File: src/rtl/friscv_pkg.sv
// rtl/friscv_pkg.sv - FRiscV shared types and constants
package friscv_pkg;

    typedef enum logic [2:0] {
        IDLE  = 3'd0,
        REQ   = 3'd1,
        WAIT  = 3'd2,
        HOLD  = 3'd3,
        DRAIN = 3'd4,
        ERR   = 3'd5
    } ifu_state_t;

    localparam logic [31:0] INSTR_NOP   = 32'h0000_0013;
    localparam logic [31:0] INSTR_BYTES = 32'd4;

endpackage

File: src/rtl/instr_fetch_unit.sv
// rtl/instr_fetch_unit.sv - FRiscV instruction fetch unit (option: IFU_MISALIGN_CHECK_EN)
module instr_fetch_unit
    import friscv_pkg::*;
#(
    parameter logic [31:0] RESET_ADDR = 32'h0000_0000
) (
    input  logic        clk_in,
    input  logic        rst_in,
    output logic        imem_req_out,
    output logic [31:0] imem_addr_out,
    input  logic        imem_gnt_in,
    input  logic        imem_rvalid_in,
    input  logic [31:0] imem_rdata_in,
    output logic        instr_valid_out,
    input  logic        instr_ready_in,
    output logic [31:0] instr_out,
    output logic [31:0] pc_out,
    output logic [6:0]  op_code_out,
    output logic [2:0]  func3_out,
    output logic [6:0]  func7_out,
    input  logic        redirect_valid_in,
    input  logic [31:0] redirect_addr_in,
    output logic        fetch_err_out
);

    ifu_state_t  state_q, state_d;
    logic [31:0] pc_q, pc_d;
    logic [31:0] instr_q, instr_d;
    logic [31:0] instr_pc_q, instr_pc_d;
    logic        outstanding;
    ifu_state_t  drain_exit;

`ifdef IFU_MISALIGN_CHECK_EN
    logic        err_q, err_d;
    logic        misaligned;
    logic [31:0] redir_addr;

    assign misaligned    = redirect_addr_in[1:0] != 2'b00;
    assign redir_addr    = redirect_addr_in;
    assign drain_exit    = err_q ? ERR : REQ;
    assign fetch_err_out = err_q;
`else
    logic [31:0] redir_addr;

    assign redir_addr    = redirect_addr_in & 32'hFFFF_FFFC;
    assign drain_exit    = REQ;
    assign fetch_err_out = 1'b0;
`endif

    // A response is still owed by memory after this cycle
    assign outstanding = (state_q == REQ && imem_gnt_in)
                      || ((state_q == WAIT || state_q == DRAIN) && !imem_rvalid_in);

    always_comb begin
        state_d    = state_q;
        pc_d       = pc_q;
        instr_d    = instr_q;
        instr_pc_d = instr_pc_q;
`ifdef IFU_MISALIGN_CHECK_EN
        err_d      = err_q;
`endif
        if (redirect_valid_in) begin
            pc_d    = redir_addr;
            state_d = outstanding ? DRAIN : REQ;
`ifdef IFU_MISALIGN_CHECK_EN
            err_d = misaligned;
            if (misaligned && !outstanding) begin
                state_d = ERR;
            end
`endif
        end else begin
            case (state_q)
                IDLE: state_d = REQ;
                REQ: begin
                    if (imem_gnt_in) begin
                        state_d = WAIT;
                    end
                end
                WAIT: begin
                    if (imem_rvalid_in) begin
                        instr_d    = imem_rdata_in;
                        instr_pc_d = pc_q;
                        state_d    = HOLD;
                    end
                end
                HOLD: begin
                    if (instr_ready_in) begin
                        pc_d    = pc_q + INSTR_BYTES;
                        state_d = REQ;
                    end
                end
                DRAIN: begin
                    if (imem_rvalid_in) begin
                        state_d = drain_exit;
                    end
                end
                default: state_d = state_q;
            endcase
        end
    end

    always_ff @(posedge clk_in) begin
        if (rst_in) begin
            state_q    <= IDLE;
            pc_q       <= RESET_ADDR;
            instr_q    <= INSTR_NOP;
            instr_pc_q <= RESET_ADDR;
        end else begin
            state_q    <= state_d;
            pc_q       <= pc_d;
            instr_q    <= instr_d;
            instr_pc_q <= instr_pc_d;
        end
    end

`ifdef IFU_MISALIGN_CHECK_EN
    always_ff @(posedge clk_in) begin
        if (rst_in) begin
            err_q <= 1'b0;
        end else begin
            err_q <= err_d;
        end
    end
`endif

    assign imem_req_out    = state_q == REQ;
    assign imem_addr_out   = pc_q;
    assign instr_valid_out = state_q == HOLD;
    assign instr_out       = instr_q;
    assign pc_out          = instr_pc_q;
    assign op_code_out     = instr_q[6:0];
    assign func3_out       = instr_q[14:12];
    assign func7_out       = instr_q[31:25];

endmodule
File: config.mk
export PLATFORM = sky130hd
export DESIGN_NAME = instr_fetch_unit
export DESIGN_NICKNAME = d
export VERILOG_FILES = /design/src/rtl/friscv_pkg.sv /design/src/rtl/instr_fetch_unit.sv
export SDC_FILE = /design/constraint.sdc
export NUM_CORES = 1
export LEC_CHECK = 0
export BUFFER_PORTS_ARGS = -buffer_cell sky130_fd_sc_hd__buf_4
export CAP_MARGIN = 10
export CORE_UTILIZATION = 51
export CTS_CLUSTER_SIZE = 40
export DETAILED_ROUTE_END_ITERATION = 16
export MAX_ROUTING_LAYER = met4
export PLACE_DENSITY = 0.95
export SLEW_MARGIN = 20
export SYNTH_ARGS = -nofsm -noshare
export SYNTH_HDL_FRONTEND = slang
export SYNTH_SLANG_ARGS = --single-unit
File: constraint.sdc
create_clock -name clk_in -period 5.1 [get_ports clk_in]
set_clock_uncertainty 0.05 [all_clocks]
set_input_delay 1.02 -clock clk_in [delete_from_list [all_inputs] [get_ports clk_in]]
set_output_delay 1.02 -clock clk_in [all_outputs]
set_load 0.1 [all_outputs]
# Word level (Yosys, flattened, before mapping)
# Index checks and enable logic that the tools add are counted.
dict set report totals {
  regBits 99
  input_bits 70
  out_inout_bits 116
}
dict set report op_classes {
  addsub 1
  eq_ne 8
  muxes 10
  bitwise_logic 1
  reduce_logical 14
}
# op n
set ops {}
lappend ops {{32-bit two-way mux} 3}
lappend ops {{32-bit by 3-bit adder with 32-bit output, second input constant} 1}
lappend ops {{3-bit two-way mux} 6}
lappend ops {{3-bit case mux with 5 select lines} 1}
lappend ops {{3-bit by 2-bit equality test with 1-bit output, second input constant} 2}
lappend ops {{3-bit by 1-bit inequality test with 1-bit output, second input constant} 2}
lappend ops {{3-bit inequality test, second input constant} 2}
lappend ops {{6-bit nonzero test} 1}
lappend ops {{5-bit AND reduction} 1}
lappend ops {{2-bit AND reduction} 2}
lappend ops {{2-bit nonzero test} 2}
lappend ops {{3-bit by 1-bit equality test with 1-bit output, second input constant} 1}
lappend ops {{3-bit equality test, second input constant} 1}
lappend ops {{3-bit zero test} 1}
lappend ops {{3-bit AND reduction} 1}
lappend ops {{1-bit logical AND} 2}
lappend ops {{1-bit logical OR} 2}
lappend ops {{2-bit OR reduction} 1}
lappend ops {{1-bit zero test} 1}
lappend ops {{1-bit inverter} 1}

# Longest topological paths before layout
# Gate-level depths: netlist of run 1.
dict set report logic_depth {
  word_depth 6
  depth_mapped 7
}

# Worst setup path before layout of run 1
# Ideal clock, no wire load.
dict set report synth_timing {
  path_type {flip-flop to output port}
  startpoint {reg state_q[0]}
  endpoint {out imem_req_out}
  arrival_ns 2.839
  t_required_ns 4.030
  path_slack_ns 1.191
  stages_incl_launch_ff 3
  n_path_buf 1
  cell_sequence {dfxtp_1 -> clkbuf_1 -> nor3b_1}
}
dict set report synth_between {
  elab_chain_len 1
}
# element line
set synth_lines {}
lappend synth_lines {{start, declared} instr_fetch_unit.sv:26} ;# ifu_state_t state_q, state_d;
lappend synth_lines {{start signal, assigned} instr_fetch_unit.sv:109} ;# state_q <= state_d;
lappend synth_lines {{3-bit by 1-bit equality test with 1-bit output} instr_fetch_unit.sv:126} ;# assign imem_req_out = state_q == REQ;
lappend synth_lines {{end, declared} instr_fetch_unit.sv:9} ;# output logic imem_req_out,
# No other way between the ends.

# Worst setup path in the final report of run 1
dict set report layout_timing {
  startpoint {reg state_q[1]}
  endpoint {out instr_valid_out}
}
dict set report layout_between {
  elab_chain_len 1
}
# element line
set layout_lines {}
lappend layout_lines {{3-bit by 2-bit equality test with 1-bit output} instr_fetch_unit.sv:128} ;# assign instr_valid_out = state_q == HOLD;
lappend layout_lines {{end, declared} instr_fetch_unit.sv:14} ;# output logic instr_valid_out,
# No other way between the ends.

==> results of run 1 <==
-- layout make-up --
class | instances | area, um2 | area share (%)
clock inverter | 6 | 43.8 | 0.777
sequential | 95 | 1900 | 33.7
multi-input combinational | 389 | 2070 | 36.7
timing repair buffer | 179 | 1340 | 23.8
tap | 105 | 131 | 2.33
inverter | 5 | 18.8 | 0.333
clock buffer | 10 | 128 | 2.26
-- cell families (layout without fill, tap and decap cells) --
| group | count (synthesis) | after routing | synth area share (%) |
|---|---|---|---|
| AND/OR/NAND/NOR | 254 | 254 | 28.2 |
| AO/OA/AOI/OAI | 109 | 109 | 14.8 |
| flip-flops | 95 | 95 | 44.4 |
| buffers and inverters | 65 | 200 | 8.09 |
| XOR/XNOR | 17 | 17 | 3.47 |
| multiplexers | 3 | 3 | 0.701 |
| adder cells (fa/ha/maj) | 1 | 1 | 0.292 |
| other | 1 | 5 | 0.0875 |
-- registers in the layout (all words and copies together), names as in the netlist --
| name | count |
|---|---|
| pc_out | 30 |
| state_q | 3 |
| instr_out | 32 |
| imem_addr_out | 30 |
-- how the worst max path moves through the flow --
| stage | from | endpoint | slack, ps | cells past startpoint |
|---|---|---|---|---|
| floorplan | state_q[0] | imem_req_out | 1190 | 2 |
| global placement | redirect_valid_in | pc_out[20] | 2150 | 5 |
| detailed placement | redirect_valid_in | instr_out[22] | 1990 | 5 |
| CTS | state_q[1] | instr_valid_out | 2360 | 3 |
| global route | state_q[1] | instr_valid_out | 2160 | 3 |
| finish | state_q[1] | instr_valid_out | 2270 | 3 |
-- worst max-delay path, stage by stage (launching register included) --
cell	delay, ps
sky130_fd_sc_hd__dfxtp_1	490
sky130_fd_sc_hd__nor2b_1	430
sky130_fd_sc_hd__and2_1	200
sky130_fd_sc_hd__buf_4	290
-- per-stage QoR --
stage	worst slack, ps	instance area (um2)	util, %	cells	power (mW)
after detailed placement	1990	5460	66.7	773	1.10
after global routing	2160	5640	69.0	789	1.60
after floorplan	1190	4300	-	549	1.02
final	2270	5640	69.0	789	1.54
after global placement	2150	5460	66.7	773	1.10
after CTS	2360	5630	68.8	789	1.55
-- cells in the mapped netlist (3+ instances only) --
cell type | count | area [um2]
sky130_fd_sc_hd__dfxtp_1 | 95 | 1900
sky130_fd_sc_hd__or3_1 | 5 | 31.3
sky130_fd_sc_hd__nand2_1 | 151 | 567
sky130_fd_sc_hd__a211oi_1 | 10 | 75.1
sky130_fd_sc_hd__nand3b_1 | 5 | 37.5
sky130_fd_sc_hd__nor4_1 | 7 | 43.8
sky130_fd_sc_hd__and3_1 | 4 | 25.0
sky130_fd_sc_hd__o21ai_0 | 7 | 35.0
sky130_fd_sc_hd__nor3_1 | 7 | 35.0
sky130_fd_sc_hd__nand3_1 | 17 | 85.1
sky130_fd_sc_hd__xnor2_1 | 15 | 131
sky130_fd_sc_hd__inv_1 | 5 | 18.8
sky130_fd_sc_hd__clkbuf_1 | 32 | 120
sky130_fd_sc_hd__a31oi_1 | 4 | 25.0
sky130_fd_sc_hd__nor3b_1 | 3 | 22.5
sky130_fd_sc_hd__mux2i_1 | 3 | 30.0
sky130_fd_sc_hd__nand4_1 | 7 | 43.8
sky130_fd_sc_hd__and4_1 | 6 | 52.6
sky130_fd_sc_hd__a21oi_1 | 74 | 370
sky130_fd_sc_hd__nor2_1 | 24 | 90.1
sky130_fd_sc_hd__a311oi_1 | 4 | 35.0
sky130_fd_sc_hd__buf_4 | 25 | 188
sky130_fd_sc_hd__and2_1 | 3 | 18.8
-- report_power, final --
part / total [mW] / internal (mW) / switching [mW]
sequential: 0.795 / 0.760 / 0.0345
clock: 0.453 / 0.181 / 0.272
combinational: 0.295 / 0.0814 / 0.213
-- routing by layer --
metal	up-vias	routed length, um	share of wire, %	GRT usage [%]
li1	2090	-	-	-
met1	1990	4740	41	30.1
met2	193	5800	50	44.4
met3	30	839	7.2	5.26
met4	0	289	2.5	13.1
met5	-	0	0	-
==> flow_summary.ini, run 1 <==
[synth]
ys_warn_count = 0
synth.cell_area_um2 = 4290
synthCells = 545
async_flop_share_pct = 0
synth_seq_area_share_pct = 44.4
post_synth_num_cell_types = 46
synth_flop_cell = sky130_fd_sc_hd__dfxtp_1
synth_edf_count = 0
post_synth.cell_area_avg_um2 = 7.87
ys_seq_elements = 95

[sta]
fin_crit_ps = 2830
fin_setup_tns_ps = 0
post-route-period-util_pct = 55.5
slew_viol_final = 0
rsz0062_at_grt = false
setup_viol = 0
worst_slew_pin_slew_ps = 978
hold_slack_ps = 409
hold_violations = 0
achievable-frequency_mhz = 353
maxSlewHeadroom_pct = 34.8

[floorplan]
rows = 33
io_pins = 186
core-area_um2 = 8180
dieHeight_um = 93.7
die_width_um = 93.7
area_of_the_die_um2 = 8780
start_util_pct = 52.4

[clocking]
cts_sinks = 95
cts.path.max_buffers = 2
clkLatencyLatePin_ps = 360
postCtsSetupBuffers = 0
h-tree-depth = 3
clk_transition_reported_paths_ps = 100
cts.hold.buffers_added = 0
root_buffer = sky130_fd_sc_hd__clkbuf_8
numCtsBuffers = 9
cts_tree = built
postCtsResizedCells = 0

[placement]
numPortBuffers = 178
post-dp-hpwl_um = 8040
place.gp.congestion = 0.842

[layout]
post_route_cells_drive_above_1_share_pct = 30.6
layout.cells.most_common = sky130_fd_sc_hd__buf_4
leading_cell_types_in_the_layout_fill_and_taps_excluded = 179 x sky130_fd_sc_hd__buf_4, 151 x sky130_fd_sc_hd__nand2_1, 95 x sky130_fd_sc_hd__dfxtp_1, 74 x sky130_fd_sc_hd__a21oi_1, 24 x sky130_fd_sc_hd__nor2_1
nets = 750
fillers = 612
area_growth_from_synthesis_to_layout_pct = 31.5
diodes = 0

[power_and_ir_drop]
power_density_nw_per_um2 = 274
ir_drop_v = 0.000134
leakagePower_nw = 2.25

[critical_path]
worst_setup_path_start_kind = flop
worst_case_register_to_register_setup_slack_ps = 2710
path_max_fanout = 9
reg2reg_start = state_q[0]
worst-setup-path-type = reg -> out
timing.critical_path.to_type = output pin
crit-reg2reg-capture = imem_addr_out[29]
critical_path_arrival_ps = 1760
required_ps = 4030
worstRegToRegCells = 5

[job]
maxCapViolations = 0

[grt]
pin_count_of_the_biggest_net_entering_global_routing = 99
overflow = 0
antenna_found_initial = 0
first_pass_grt_wire_length_um = 17900
grt_use_total_pct = 26.5
grt_pass1_vias = 3907

[detailed_routing]
vias_per_cell = 5.45
drt-initial-drc-count = 260
via_count = 4303
drtPass1Iterations = 6
route.detailed.wl_per_inst_um = 14.8
drt_drc_violations_left = 0
ant_nets = 0
routed_wl_um = 11700

[worst_hold_path]
min_delay_path_depth = 2
min-delay-start = pc_out[30]
min-delay-path-class = reg -> reg
worstHoldEndpoint = pc_out[30]

[run_status]
outcome = finished clean
No activity file was read; power rests on OpenSTA's default activity.
==> inputs of run 2 (changes only) <==
--- a/config.mk
+++ b/config.mk
@@ -5,13 +5,14 @@
 export SDC_FILE = /design/constraint.sdc
 export NUM_CORES = 1
 export LEC_CHECK = 0
+export ABC_AREA = 1
 export BUFFER_PORTS_ARGS = -buffer_cell sky130_fd_sc_hd__buf_4
 export CAP_MARGIN = 10
-export CORE_UTILIZATION = 51
+export CORE_UTILIZATION = 44
 export CTS_CLUSTER_SIZE = 40
 export DETAILED_ROUTE_END_ITERATION = 16
 export MAX_ROUTING_LAYER = met4
-export PLACE_DENSITY = 0.95
+export PLACE_DENSITY = 0.88
 export SLEW_MARGIN = 20
 export SYNTH_ARGS = -nofsm -noshare
 export SYNTH_HDL_FRONTEND = slang
==> constraint.sdc (replaced) <==
create_clock -name clk_in -period 2.5 [get_ports clk_in]
set_clock_uncertainty 0.05 [all_clocks]
set_input_delay 0.5 -clock clk_in [delete_from_list [all_inputs] [get_ports clk_in]]
set_output_delay 0.5 -clock clk_in [all_outputs]
set_load 0.1 [all_outputs]
==> run 2 against run 1 <==
Setup slack got worse by 1700 ps. Non-clock buffer count rose by 6. Combinational power rose to 2.8 times the previous value. Clock power rose by 140%. Critical path depth did not move. Global-route usage fell by 0.97 points. First-iteration DRC count rose by 86%. Synthesized area rose by 8.7%. Cell count rose by 24%. Design area rose by 8.1%.
==> flow_summary.ini, run 2 <==
[synth]
leading_post_synthesis_cells_by_instance_count = 146 x sky130_fd_sc_hd__nand2_1, 139 x sky130_fd_sc_hd__nor2_1, 95 x sky130_fd_sc_hd__dfxtp_1, 63 x sky130_fd_sc_hd__o21ai_0, 56 x sky130_fd_sc_hd__nand3_1
synth_flop_cell = sky130_fd_sc_hd__dfxtp_1
yosys-top-cells-area = sky130_fd_sc_hd__dfxtp_1 41%, sky130_fd_sc_hd__nand2_1 12%, sky130_fd_sc_hd__nor2_1 11%
post_synth.cell_area_avg_um2 = 6.74
synth_edf_count = 0
async_flop_share_pct = 0
ys_seq_elements = 95
synth_seq_area_share_pct = 40.8
synth.cell_area_um2 = 4660
ys_warn_count = 0
post_synth_num_cell_types = 31
synthCells = 692
yosys.area.top_type_share_pct = 40.8
synth_top_area_cell = sky130_fd_sc_hd__dfxtp_1
post-synth-top-count-cell = sky130_fd_sc_hd__nand2_1

[layout]
area_growth_from_synthesis_to_layout_pct = 30.8
leading_cell_types_in_the_layout_fill_and_taps_excluded = 185 x sky130_fd_sc_hd__buf_4, 146 x sky130_fd_sc_hd__nand2_1, 139 x sky130_fd_sc_hd__nor2_1, 95 x sky130_fd_sc_hd__dfxtp_1, 63 x sky130_fd_sc_hd__o21ai_0
post_route_cells_drive_above_1_share_pct = 25.9
largest_reg_flops = 32
layout.cells.most_common = sky130_fd_sc_hd__buf_4
nets = 907
diodes = 0
fillers = 979

[job]
maxCapViolations = 0

[grt]
grt_pass1_vias = 4321
first_pass_grt_wire_length_um = 21700
overflow = 0
grt_use_total_pct = 25.5
antenna_found_initial = 0
pin_count_of_the_biggest_net_entering_global_routing = 75

[critical_path]
worst-setup-path-type = reg -> out
max_stage_delay_ps = 370
critical_path_arrival_ps = 1340
reg2reg_start = state_q[1]
worstRegToRegCells = 5
worst_setup_path_start_kind = flop
path_max_fanout = 3
cp_cell_sequence = inv_1, nor3_2, buf_4
crit-reg2reg-capture = pc_out[10]
required_ps = 1950
worst_case_register_to_register_setup_slack_ps = 650
critical-path-slowest-cell = sky130_fd_sc_hd__dfxtp_1
timing.critical_path.to_type = output pin

[clocking]
cts_tree = built
postCtsResizedCells = 0
root_buffer = sky130_fd_sc_hd__clkbuf_8
clk_transition_reported_paths_ps = 90
cts.path.max_buffers = 2
clkLatencyLatePin_ps = 350
cts.hold.buffers_added = 0
h-tree-depth = 3
cts_sinks = 95
postCtsSetupBuffers = 0
numCtsBuffers = 9

[floorplan]
area_of_the_die_um2 = 11000
dieHeight_um = 105
die_width_um = 105
core-area_um2 = 10300
rows = 37
io_pins = 186
start_util_pct = 45.3

[power_and_ir_drop]
leakagePower_nw = 2.78
ir_drop_v = 0.000296
power_consumption_mw = 3.52
power_density_nw_per_um2 = 578

[detailed_routing]
drt_drc_violations_left = 0
route.detailed.wl_per_inst_um = 13.8
via_count = 4980
drt-initial-drc-count = 483
ant_nets = 0
vias_per_cell = 5.10
routed_wl_um = 13500
drtPass1Iterations = 5

[sta]
fin_crit_ps = 1890
post-route-period-util_pct = 75.7
rsz0062_at_grt = false
fin_setup_tns_ps = 0
worst_slew_pin_slew_ps = 659
setup_viol = 0
slew_viol_final = 0
achievable-frequency_mhz = 529
hold_violations = 0
maxSlewHeadroom_pct = 56.0

[placement]
post-dp-hpwl_um = 9760
place.gp.congestion = 0.913
numPortBuffers = 178

[run_status]
outcome = finished clean

[worst_hold_path]
min-delay-path-class = in -> reg
min_delay_path_depth = 3
min-delay-start = imem_rdata_in[4]
worstHoldEndpoint = instr_out[4]
## run 2: worst max-delay path by stage
| stage | from | end | slack, ps | cells past startpoint |
|---|---|---|---|---|
| after global placement | redirect_valid_in | pc_out[19] | 550 | 5 |
| after global routing | state_q[1] | pc_out[12] | 460 | 5 |
| after floorplan | imem_addr_out[2] | imem_addr_out[22] | 200 | 10 |
| final | state_q[0] | imem_req_out | 610 | 3 |
| after CTS | state_q[0] | imem_req_out | 570 | 3 |
| after detailed placement | redirect_valid_in | pc_out[4] | 520 | 5 |
## run 2: cell type report
cell class                 count  area (um2)  area share (%)
clock inverter                 4        52.6           0.862
timing repair buffer         185        1390            22.8
inverter                      55         209            3.43
clock buffer                  12         165            2.71
multi-input combinational    490        2210            36.2
sequential                    95        1900            31.2
tap                          136         170            2.79
## run 2: kinds of logic (layout without fill, tap and decap cells)
family,after synthesis,after routing,synth area share [%]
AOI/OAI and AO/OA,125,125,14.2
other,1,5,0.0805
DFF,95,95,40.8
and+or+nand+nor,359,359,32.3
adders and majority gates,1,1,0.268
buffers and inverters,111,256,12.3
## run 2: worst max-delay path, delay by kind of cell, from the launching register on
family | cells | cell delay [ps]
buf+inv | 2 | 440
flops | 1 | 370
simple gates | 1 | 190
## run 2: report_power, final
| part | switching [mW] | total, mW | leakage (nW) | internal [mW] |
|---|---|---|---|---|
| Combinational | 0.622 | 0.824 | 1.91 | 0.202 |
| Clock | 0.532 | 1.08 | 0.101 | 0.545 |
| Sequential | 0.0602 | 1.62 | 0.772 | 1.56 |
| Total | 1.21 | 3.52 | 2.78 | 2.31 |
## run 2: per-layer routing
layer  share of wire [%]  global-route usage [%]
met2                  46                    41.0
met4                 1.7                    7.75
met5                   0                       -
met3                 7.1                    4.80
met1                  45                    32.5
## run 2: through the flow
step                      utilization (%)  cells  area (um2)  hold WS (ps)  setup WS [ps]
after detailed placement             57.2    961        5880           411            517
after floorplan                         -    696        4680           434            202
after global routing                 59.3    977        6090           276            460
after CTS                            59.3    977        6090           280            568
after global placement               57.2    961        5880           410            551
final                                59.3    977        6090           302            609
==> inputs of run 3 (changes only) <==
--- a/config.mk
+++ b/config.mk
@@ -5,14 +5,14 @@
 export SDC_FILE = /design/constraint.sdc
 export NUM_CORES = 1
 export LEC_CHECK = 0
-export ABC_AREA = 1
+export ABC_AREA = 0
 export BUFFER_PORTS_ARGS = -buffer_cell sky130_fd_sc_hd__buf_4
 export CAP_MARGIN = 10
-export CORE_UTILIZATION = 44
+export CORE_UTILIZATION = 43
 export CTS_CLUSTER_SIZE = 40
 export DETAILED_ROUTE_END_ITERATION = 16
 export MAX_ROUTING_LAYER = met4
-export PLACE_DENSITY = 0.88
+export PLACE_DENSITY = 0.87
 export SLEW_MARGIN = 20
 export SYNTH_ARGS = -nofsm -noshare
 export SYNTH_HDL_FRONTEND = slang
==> constraint.sdc (replaced) <==
create_clock -name clk_in -period 1.55 [get_ports clk_in]
set_clock_uncertainty 0.05 [all_clocks]
set_input_delay 0.31 -clock clk_in [delete_from_list [all_inputs] [get_ports clk_in]]
set_output_delay 0.31 -clock clk_in [all_outputs]
set_load 0.1 [all_outputs]
==> run 3 against run 2 <==
The run now ends with negative setup slack left. Sequential power increased by 58%. Setup slack got worse by 850 ps. Combinational power increased by 52%. Die area decreased by 5.8%. Non-clock buffer count increased by 83. Largest power group unchanged. Largest cell class unchanged.
==> flow_summary.ini, run 3 (same netlist as run 1, synthesis figures left out) <==
[detailed_routing]
route.detailed.wl_per_inst_um = 16.7
drtPass1Iterations = 5
vias_per_cell = 5.39
ant_nets = 0
drt_drc_violations_left = 0
drt-initial-drc-count = 228
via_count = 4882
routed_wl_um = 15100

[clocking]
cts_sinks = 95
root_buffer = sky130_fd_sc_hd__clkbuf_8
cts_tree = built
cts.path.max_buffers = 2
clk_transition_reported_paths_ps = 90
h-tree-depth = 3
cts.hold.buffers_added = 0
numCtsBuffers = 9
clkLatencyLatePin_ps = 370

[floorplan]
core-area_um2 = 9730
die_width_um = 102
area_of_the_die_um2 = 10400
dieHeight_um = 102
io_pins = 186
rows = 36
start_util_pct = 44.1

[sta]
post-route-period-util_pct = 115
fin_setup_tns_ps = -3390
rsz0062_at_grt = true
slew_viol_final = 0
setup_viol = 29
hold_slack_ps = 93.5
fin_crit_ps = 1790
hold_violations = 0
final_critical_path_setup_slack_ps = -240
achievable-frequency_mhz = 559

[critical_path]
critical-path-top-cell-by-count = sky130_fd_sc_hd__buf_6
critical-path-slowest-cell = sky130_fd_sc_hd__and4b_2
worst_setup_path_start_kind = flop
cp_cell_sequence = and4b_2, buf_6, nand2_8, buf_6, or2_4, xor2_1, a211oi_1
critical_path_arrival_ps = 2010
worstRegToRegCells = 7
worst-setup-path-type = reg -> reg
cp_top_family = simple AND/OR/NAND/NOR gates
reg2reg_start = state_q[2]
path_max_fanout = 6
timing.critical_path.buf_inv = 2
worst_case_register_to_register_setup_slack_ps = -240
max_stage_delay_ps = 360
crit-reg2reg-capture = imem_addr_out[14]
required_ps = 1770
timing.critical_path.to_type = flop

[layout]
post-route-util_pct = 73.2
post_route_cells_drive_above_1_share_pct = 49.8
final-instance-count-excl-fill = 906
largest_reg_flops = 32
area_growth_from_synthesis_to_layout_pct = 66.2
leading_cell_types_in_the_layout_fill_and_taps_excluded = 229 x sky130_fd_sc_hd__buf_4, 144 x sky130_fd_sc_hd__nand2_1, 73 x sky130_fd_sc_hd__a21oi_1, 47 x sky130_fd_sc_hd__dfxtp_1
diodes = 0
layout.cells.most_common = sky130_fd_sc_hd__buf_4
layout_cell_area_excl_fill_um2 = 7130
nets = 839

[run_status]
outcome = complete, but fails checks
failed_checks = negative setup slack

[power_and_ir_drop]
intPower_mw = 3.76
power_consumption_mw = 5.58
leakagePower_nw = 3.06
ir_drop_v = 0.000428
power_density_nw_per_um2 = 783
p_sw_share_pct = 32.5
comb_power_share_pct = 22.4
pwr-share-seq_pct = 45.8
power.clock.fraction_pct = 31.8
switchingPower_mw = 1.82

[grt]
antenna_found_initial = 0
grt_pass1_vias = 4552
grt_most_used_layer = met2
overflow = 0
gr-usage-met2_pct = 47.8
grt_use_total_pct = 27.5
first_pass_grt_wire_length_um = 21600
pin_count_of_the_biggest_net_entering_global_routing = 98
grt.met3_usage_pct = 4.65
grt_util_met1_pct = 31.7

[placement]
place.gp.congestion = 0.878
numPortBuffers = 178
place_inst = 864
worst_slack_placed_ps = -334
post-dp-hpwl_um = 9630
dpl_cell_area_um2 = 6240

[worst_hold_path]
min-delay-start = imem_gnt_in
min_delay_path_depth = 2
worstHoldEndpoint = state_q[0]
min-delay-path-class = in -> reg

[job]
maxCapViolations = 0
-- run 3: cell types whose count changed in the layout (fill, tap and decap cells not counted), sizes merged, moves of 6 or more --
cell,delta
a21oi,+31
nor2,-120
xnor2,+15
nor4,+8
o21ai,-57
buf,+80
a211oi,+9
and4,+6
nand3,-41
inv,-47
a31oi,-6
-- run 3: final cells by class --
type	count	area (um2)
Multi-Input combinational cell	389	2390
Sequential cell	95	2020
Inverter	5	18.8
Clock inverter	5	61.3
Clock buffer	11	153
Fill cell	706	2600
Timing Repair Buffer	268	2310
Tap cell	133	166
-- run 3: routing by layer --
| metal | vias to the layer above | wire length, um |
|---|---|---|
| li1 | 2275 | - |
| met1 | 2355 | 5930 |
| met2 | 212 | 7760 |
| met3 | 40 | 1070 |
| met4 | 0 | 384 |
| met5 | - | 0 |
-- run 3: worst max path at each step --
stage | start | slack (ps) | endpoint | depth (start not counted)
2_1_floorplan | imem_addr_out[5] | -470 | imem_addr_out[29] | 5
3_3_place_gp | instr_ready_in | -310 | imem_addr_out[29] | 6
4_1_cts | imem_addr_out[11] | -170 | imem_addr_out[31] | 6
3_5_place_dp | instr_ready_in | -330 | imem_addr_out[29] | 5
5_1_grt | state_q[2] | -280 | imem_addr_out[31] | 5
6_report | state_q[2] | -240 | imem_addr_out[14] | 7
-- run 3: power groups by stage --
stage          clock [mW]  sequential (mW)  combinational [mW]
3_3_place_gp            0             2.60                1.13
5_1_grt              1.90             2.56                1.30
6_report             1.78             2.56                1.25
2_1_floorplan           0             3.03               0.340
3_5_place_dp            0             2.60                1.15
4_1_cts              1.79             2.55                1.20
-- run 3: what timing repair did --
action,CTS,global route
gates cloned,2,3
pin swaps,24,22
gates resized for setup,50,40
setup endpoints to repair,63,99
setup buffers,9,14
-- run 3: worst register-to-register path, stage by stage (launching register included) --
cell and delay [ps]:
sky130_fd_sc_hd__dfxtp_2 330, sky130_fd_sc_hd__and4b_2 360, sky130_fd_sc_hd__buf_6 150, sky130_fd_sc_hd__nand2_8 80, sky130_fd_sc_hd__buf_6 150, sky130_fd_sc_hd__or2_4 250, sky130_fd_sc_hd__xor2_1 140, sky130_fd_sc_hd__a211oi_1 190
